[src/rtl/oes_sort_engine.sv]
// oes_sort_engine: frame sorter built on an odd-even transposition network.
// Collects DEPTH words over a valid/ready input. Sorts them in place, one network phase
// per clock, for DEPTH clocks. Then streams the sorted frame out over a valid/ready output.
//
// Ports:
//   clk_i        sole clock, rising edge
//   rst_i        synchronous, active-high reset
//   in_valid_i   in_data_i carries a word
//   in_ready_o   engine accepts a word this cycle (high only while loading)
//   in_data_i    frame element
//   descend_i    sort order, captured with the first word of each frame
//   out_valid_o  out_data_o carries a sorted word
//   out_ready_i  consumer takes the word this cycle
//   out_data_o   sorted element
//   out_last_o   high with the final word of a frame
//   busy_o       high while sorting or draining
module oes_sort_engine #(
  parameter int unsigned DATA_W = 8,
  parameter int unsigned DEPTH  = 8,  // even, >= 2
  parameter bit          SIGNED = 1'b0
) (
  input  logic              clk_i,
  input  logic              rst_i,
  input  logic              in_valid_i,
  output logic              in_ready_o,
  input  logic [DATA_W-1:0] in_data_i,
  input  logic              descend_i,
  output logic              out_valid_o,
  input  logic              out_ready_i,
  output logic [DATA_W-1:0] out_data_o,
  output logic              out_last_o,
  output logic              busy_o
);

  localparam int unsigned     IdxW    = $clog2(DEPTH);
  localparam logic [IdxW-1:0] LastIdx = IdxW'(DEPTH - 1);

  typedef enum logic [1:0] {StLoad, StSort, StDrain} state_e;

  state_e            state_q, state_d;
  logic [IdxW-1:0]   idx_q, idx_d;
  logic [IdxW-1:0]   phase_q, phase_d;
  logic              mode_q, mode_d;  // 1: descending
  logic [DATA_W-1:0] arr_q [DEPTH];
  logic [DATA_W-1:0] arr_d [DEPTH];

  // Flipping the sign bit maps two's-complement order onto unsigned order.
  function automatic logic greater(input logic [DATA_W-1:0] a, input logic [DATA_W-1:0] b);
    logic [DATA_W-1:0] bias;
    bias           = '0;
    bias[DATA_W-1] = SIGNED;
    return (a ^ bias) > (b ^ bias);
  endfunction

  always_comb begin
    state_d     = state_q;
    idx_d       = idx_q;
    phase_d     = phase_q;
    mode_d      = mode_q;
    arr_d       = arr_q;
    in_ready_o  = 1'b0;
    out_valid_o = 1'b0;
    out_last_o  = 1'b0;
    out_data_o  = '0;
    busy_o      = 1'b0;

    unique case (state_q)
      StLoad: begin
        in_ready_o = 1'b1;
        if (in_valid_i) begin
          arr_d[idx_q] = in_data_i;
          idx_d        = idx_q + IdxW'(1);
          if (idx_q == '0) begin
            mode_d = descend_i;
          end
          if (idx_q == LastIdx) begin
            state_d = StSort;
            idx_d   = '0;
            phase_d = '0;
          end
        end
      end

      StSort: begin
        busy_o = 1'b1;
        // Even phases pair (0,1),(2,3)..; odd phases pair (1,2)..(DEPTH-3,DEPTH-2).
        // Pairs within one phase are disjoint, so every exchange reads arr_q.
        for (int i = 0; i < int'(DEPTH) - 1; i++) begin
          if ((i % 2) == int'(phase_q[0])) begin
            if (mode_q ? greater(arr_q[i+1], arr_q[i]) : greater(arr_q[i], arr_q[i+1])) begin
              arr_d[i]   = arr_q[i+1];
              arr_d[i+1] = arr_q[i];
            end
          end
        end
        phase_d = phase_q + IdxW'(1);
        if (phase_q == LastIdx) begin
          state_d = StDrain;
          idx_d   = '0;
          phase_d = '0;
        end
      end

      StDrain: begin
        busy_o      = 1'b1;
        out_valid_o = 1'b1;
        out_data_o  = arr_q[idx_q];
        out_last_o  = (idx_q == LastIdx);
        if (out_ready_i) begin
          idx_d = idx_q + IdxW'(1);
          if (idx_q == LastIdx) begin
            state_d = StLoad;
            idx_d   = '0;
          end
        end
      end

      default: begin
        state_d = StLoad;
        idx_d   = '0;
        phase_d = '0;
      end
    endcase
  end

  always_ff @(posedge clk_i) begin
    if (rst_i) begin
      state_q <= StLoad;
      idx_q   <= '0;
      phase_q <= '0;
      mode_q  <= 1'b0;
      arr_q   <= '{default: '0};
    end else begin
      state_q <= state_d;
      idx_q   <= idx_d;
      phase_q <= phase_d;
      mode_q  <= mode_d;
      arr_q   <= arr_d;
    end
  end

endmodule
[config.mk]
export PLATFORM = sky130hd
export DESIGN_NAME = oes_sort_engine
export DESIGN_NICKNAME = d
export VERILOG_FILES = /design/src/rtl/oes_sort_engine.sv
export SDC_FILE = /design/constraint.sdc
export NUM_CORES = 1
export LEC_CHECK = 0
export CAP_MARGIN = 20
export CORE_ASPECT_RATIO = 0.8
export CORE_MARGIN = 1
export CORE_UTILIZATION = 57
export CTS_CLUSTER_SIZE = 16
export DETAILED_ROUTE_END_ITERATION = 7
export GPL_TIMING_DRIVEN = 0
export PLACE_DENSITY = 0.89
export SYNTH_ARGS = -nofsm -noshare
export SYNTH_HDL_FRONTEND = slang
export SYNTH_SLANG_ARGS = --single-unit
[constraint.sdc]
create_clock -name clk_i -period 2.5 [get_ports clk_i]
set_input_delay 0.5 -clock clk_i [delete_from_list [all_inputs] [get_ports clk_i]]
set_output_delay 0.5 -clock clk_i [all_outputs]
set_load 0.01 [all_outputs]
# Word level (Yosys, flattened, before mapping)
# Index checks and enable logic that the tools add are counted.
[word_totals] inputBits=13 romBits=0 output_inout_bits=12 ramBits=0 latch_bits=0 memories=0 elab_cells=106 ff_bits=73
[classes] add_sub_neg=2 multipliers=0 eq_ne=12 order_cmp=16 n_bitwise=2 muxes=50 div_mod_pow=0 shifts=0 n_reduce_logical=12
[op_table] op="$mux 16" count=15
[op_table] op="$pmux 64 s2" count=1
[op_table] op="$gt 8x8->1" count=14
[op_table] op="$bwmux 64" count=1
[op_table] op="$mux 64" count=1
[op_table] op="$mux 8" count=4
[op_table] op="$bmux 8 s3" count=1
[op_table] op="$demux 8 s3" count=1
[op_table] op="$mux 3" count=7
[op_table] op="$pmux 3 s3" count=2
[op_table] op="$ne 2x2->1 const B" count=8
[op_table] op="$mux 1" count=11
[op_table] op="$mux 2" count=5
[op_table] op="$reduce_and 3->1" count=3
[op_table] op="$reduce_and 4->1" count=2
[op_table] op="$add 3x1->3 const B" count=2
[op_table] op="$eq 3x3->1 const B" count=2
[op_table] op="$pmux 2 s3" count=1
[op_table] op="$reduce_and 5->1" count=1
[op_table] op="$ge 4x4->1 const B" count=1
[op_table] op="$lt 4x1->1 const B" count=1
[op_table] op="$not 3->4" count=1
[op_table] op="$logic_not 3->1" count=1
[op_table] op="$eq 2x1->1 const B" count=1
[op_table] op="7 further kinds" count=7

# Longest topological paths before layout
[depth] depth_word=18 mapped_depth=12

# Worst setup path before layout
# Ideal clock, no wire load.
[synth_path] path_type="flip-flop to flip-flop" start="register arr_q[1] (netlist bit)" end="register arr_q[15] (netlist bit)" setup_slack_ns=0.070 period_less_slack_ns=2.430 stages_incl_launch_ff=10 setup_time_ns=0.091 arrival_time_ns=2.339 cell_sequence="dfxtp_1 inv_1 ha_1 nor2b_1 o211ai_1 a21oi_2 a2111oi_4 mux2i_1 nor2_2 a311oi_1"
[synth_via] elab_chain_len=5 elab_cells_between_ends=6
[synth_rtl] element="start, declared" line_no="44" source="logic [DATA_W-1:0] arr_q [DEPTH];"
[synth_rtl] element="start signal, assigned" line_no="138" source="arr_q <= arr_d;"
[synth_rtl] element="$gt 8x8->1" line_no="52" source="return (a ^ bias) > (b ^ bias);"
[synth_rtl] element="$mux 1 (*)" line_no="90" source="if (mode_q ? greater(arr_q[i+1], arr_q[i]) : greater(arr_q[i], arr_q[i+1])) begin"
[synth_rtl] element="$mux 16 (*)" line_no="90"
[synth_rtl] element="$mux 16 (*)" line_no="89" source="if ((i % 2) == int'(phase_q[0])) begin"
[synth_rtl] element="$pmux 64 s2 (*)" line_no="67" source="unique case (state_q)"
# Every way passes the cells marked *; elsewhere a longest branch is shown, timed or not. The select of a mux whose other input is x is not followed.
# A chain may end at the register's enable or synchronous reset.

# Final worst setup path
[layout_path] start="register arr_q[2] (netlist bit)" end="register arr_q[2] (netlist bit)"
[layout_via] elab_chain_len=4 elab_cells_between_ends=8
[layout_rtl] element="$gt 8x8->1" line_no="52"
[layout_rtl] element="$mux 1" line_no="90"
[layout_rtl] element="$ne 2x2->1 (no source line)"
[layout_rtl] element="$reduce_and 4->1 (no source line)"
# Parallel ways exist; a longest one is shown, timed or not. The select of a mux whose other input is x is not followed.

==> metrics.md <==
| Metric | Value |
|---|---|
| Status | `finished, violations left` |
| Violated checks | `DRC, setup timing` |
| Number of nets with antenna violations after routing | `0` |
| Global routing usage summed across all routing layers | `0.4443` |
| Gate count of the mapped netlist | `~850` |
| Syn-to-layout area delta | `33.77%` |
| Setup CP Type | `reg2reg` |
| Proportion of register bits with asynchronous set or reset after synthesis | `0` |
| CP Capture Type | `flip-flop` |
| Proportion of layout cells with a drive suffix above 1 | `0.3259` |
| First-iteration detailed-routing DRC count | `roughly 1600` |
| Mapped Nets | `between 900 and 1000` |
| First-pass GRT wire length | `40410 um` |
| Number of antenna violations at the first check in global routing | `1` |
| Primary flip-flop cell chosen by synthesis mapping | `sky130_fd_sc_hd__dfxtp_1` |
| Total power per unit cell area | `~430 mW/mm^2` |
| Post-detailed-route wirelength per cell | `about 28 um` |
| Sort of element at the start of the critical path | `flip-flop` |
| Setup repair after global routing missed its margin | `true` |
| Total Die Area | `0.01221 mm^2` |
| Transition time of the tightest slew-check pin | `1147 ps` |
| Port Buffer Count | `23` |
| Leading cell types in the layout, fill and taps excluded | `sky130_fd_sc_hd__o21ai_0, sky130_fd_sc_hd__nor2_1, sky130_fd_sc_hd__a21oi_1, sky130_fd_sc_hd__inv_1, sky130_fd_sc_hd__ha_1` |
| Worst reg-to-reg path cell count | `9` |
| Worst Path Buf+Inv | `2` |
| Capture instance of the worst register-to-register path | `arr_q[2]$_SDFFE_PP0P_` |
| Pin count of the biggest net entering global routing | `14` |
| Number of synthesized flops with an enable pin | `0` |
| Die Wd | `123.3 um` |
| End point of the critical path | `arr_q[2]$_SDFFE_PP0P_` |
| Max IR drop VDD | `approximately 480 uV` |
| Total wire length | `approximately 30000 um` |
| Fraction of the cycle the final worst path needs | `1.090` |
| Endpoint required time on the critical path | `2710 ps` |
| Critical Path Max Stage Delay | `between 500 and 600 ps` |
| Number of warnings issued by yosys | `0` |
| Worst reg2reg setup slack | `-220 ps` |
| Clock insertion delay at the later pin of the skew report | `360 ps` |
| Placed inst area | `slightly above 0.007 mm^2` |
| Max Cap Violations | `0` |
| Setup TNS Final | `-3238 ps` |
| Sequential-to-total area share from yosys stat | `0.2179` |
| Count of boundary I/O pins | `25` |
| Maximum count of clock buffers along a single path | `2` |
| Commonest non-fill, non-tap cell in the layout | `sky130_fd_sc_hd__o21ai_0` |
| Initial cell density of the core | `0.5845` |
| Stages on worst setup path | `9` |
| Cell-by-cell listing of the critical path | `inv_1, ha_1, o211ai_1, a21oi_2, a2111oi_4, buf_4, mux2_4, nor2_4, a311oi_2` |
| Via count of the first global-routing pass | `7335` |
| Worst setup path start | `arr_q[2]$_SDFFE_PP0P_` |
| Final Util | `0.7819` |
| Critical path data arrival time | `2930 ps` |
| Static leakage | `between 3 and 4 nW` |
| Vias post-DR | `between 8000 and 9000` |
| Total count of max-transition violations in the final report | `0` |
| Cts-stage hold buffer count | `0` |
| Height of the chip | `just under 100 um` |
| Post-synthesis instance area | `0.006706 mm^2` |
| Clock-pin slew on the worst setup and hold paths | `approximately 60 ps` |
| Highest attainable clock frequency | `around 370 MHz` |
| Number of search-and-repair iterations in the first detailed-routing pass | `8` |
| Clock tree root driver cell | `sky130_fd_sc_hd__clkbuf_16` |
| Slowest CP cell | `sky130_fd_sc_hd__dfxtp_1` |
| Residual overflow from global routing | `0` |
| Total of endpoints with negative setup slack in the final report | `25` |
| Placeable Area | `between 0.01 and 0.015 mm^2` |
| Min cycle time layout | `around 2700 ps` |
| Hold crit path type | `reg2reg` |
| Fin area | `0.008971 mm^2` |
| Flops & latches, synth | `73` |
| Row Count | `35` |
| H-tree lvl count | `3` |
| Final setup margin | `-224.6 ps` |
| Distinct cell type count after synthesis | `61` |
| Average via count per standard cell | `7.795` |
| Number of nets in the final layout | `just over 1000` |
| Worst clock skew on the final layout | `just under 6 ps` |
| Setup slack after placement | `-576.1 ps` |
| Cts bufs inserted | `9` |
| Total DRC errors in the routed layout | `13` |
| Worst slew margin relative to its limit | `0.2352` |
| Syn Area/Cell | `between 7 and 8 um^2` |
| Clock tree from TritonCTS | `done` |
| Critical path fanouts, max | `8` |
| Crit-path leading delay family | `compound AO/OA/AOI/OAI gates` |
| Final antenna diode count | `0` |
| CTS sink count | `73` |
| Final Hold Vio Count | `0` |
| Critical register-to-register path startpoint | `arr_q[2]$_SDFFE_PP0P_` |
| Final GP Congestion | `a little over 1` |
| HPWL reported at the end of detailed placement | `18660 um` |
## through the flow
step                instances  hold WS (ps)  power, mW
floorplan                 848         435.6      1.806
global placement         1019         447.0      2.010
detailed placement       1023         449.0      2.036
CTS                      1050         456.3      3.609
global route             1084         472.8      3.915
finish                   1084         461.5      3.852
## synth_stat cells, types with 17 or more instances
master                      n  share of area
sky130_fd_sc_hd__a31oi_1   22          0.021
sky130_fd_sc_hd__nor4_1    17          0.016
sky130_fd_sc_hd__inv_1     64          0.036
sky130_fd_sc_hd__a21oi_1   77          0.057
sky130_fd_sc_hd__nand2_1   47          0.026
sky130_fd_sc_hd__ha_1      64           0.12
sky130_fd_sc_hd__nor2_1    67          0.037
sky130_fd_sc_hd__a221oi_1  27          0.035
sky130_fd_sc_hd__o21ai_0   87          0.065
sky130_fd_sc_hd__mux2i_1   44          0.066
sky130_fd_sc_hd__clkbuf_1  25          0.014
sky130_fd_sc_hd__dfxtp_1   73           0.22
## routing by layer
metal	wire, um	vias to the layer above	GRT usage
met2	12120	866	0.6072
met4	2791	2	0.2845
li1	-	3423	-
met1	10390	3825	0.5822
met3	4999	334	0.1632
met5	13	-	0
## tightest hold or removal path, cell delays in order, from the launching register on
cell                      delay, ps
sky130_fd_sc_hd__dfxtp_1        310
sky130_fd_sc_hd__nand2_1         50
sky130_fd_sc_hd__a21oi_1         50
## flip-flops by register name, indices dropped and copies added (netlist names)
signal	flops
arr_q	64
idx_q	3
phase_q	3
state_q	2
mode_q	1
## power breakdown
part | internal (mW) | switching (mW) | total (mW)
sequential | 1.17 | 0.0760 | 1.25
combinational | 0.428 | 0.612 | 1.04
clock | 0.978 | 0.588 | 1.57
## cells by family (layout without fill, tap and decap cells)
kind of cell / after synthesis / in the layout / share of synthesized area
buffers and inverters: 124 / 211 / 0.07948
adder cells (fa/ha/maj): 64 / 64 / 0.1194
AND/OR/NAND/NOR: 204 / 204 / 0.1539
AO/OA/AOI/OAI: 326 / 326 / 0.3211
flip-flops: 73 / 73 / 0.2179
multiplexers: 57 / 58 / 0.1082
## how the worst min path moves through the flow
stage / start / to / slack (ps) / cells past startpoint
after global routing: phase_q[2]$_SDFFE_PP0P_ / phase_q[2]$_SDFFE_PP0P_ / 470 / 2
after floorplan: phase_q[1]$_SDFFE_PP0P_ / phase_q[1]$_SDFFE_PP0P_ / 440 / 2
after global placement: phase_q[1]$_SDFFE_PP0P_ / phase_q[1]$_SDFFE_PP0P_ / 450 / 2
after detailed placement: phase_q[2]$_SDFFE_PP0P_ / phase_q[2]$_SDFFE_PP0P_ / 450 / 2
final: phase_q[2]$_SDFFE_PP0P_ / phase_q[2]$_SDFFE_PP0P_ / 460 / 2
after CTS: phase_q[2]$_SDFFE_PP0P_ / phase_q[2]$_SDFFE_PP0P_ / 460 / 2
## timing repair
item / 4_1_cts / 5_1_grt
resized for setup: 103 / 217
pin swaps: 11 / 42
endpoints found under the setup margin: 72 / 74
buffers inserted: 14 / 37
hold endpoints to repair: 0 / 0
gates cloned: 2 / 3
## final cells by class
type / instances / area, um^2
Buffer: 46 / 356.6
Tap cell: 148 / 185.2
Inverter: 66 / 262.8
Sequential cell: 73 / 1614
Clock buffer: 9 / 225.2
Timing Repair Buffer: 83 / 750.7
Multi-Input combinational cell: 652 / 5459
Clock inverter: 7 / 117.6
Fill cell: 687 / 2502
Power figures use the tool's default switching activity.
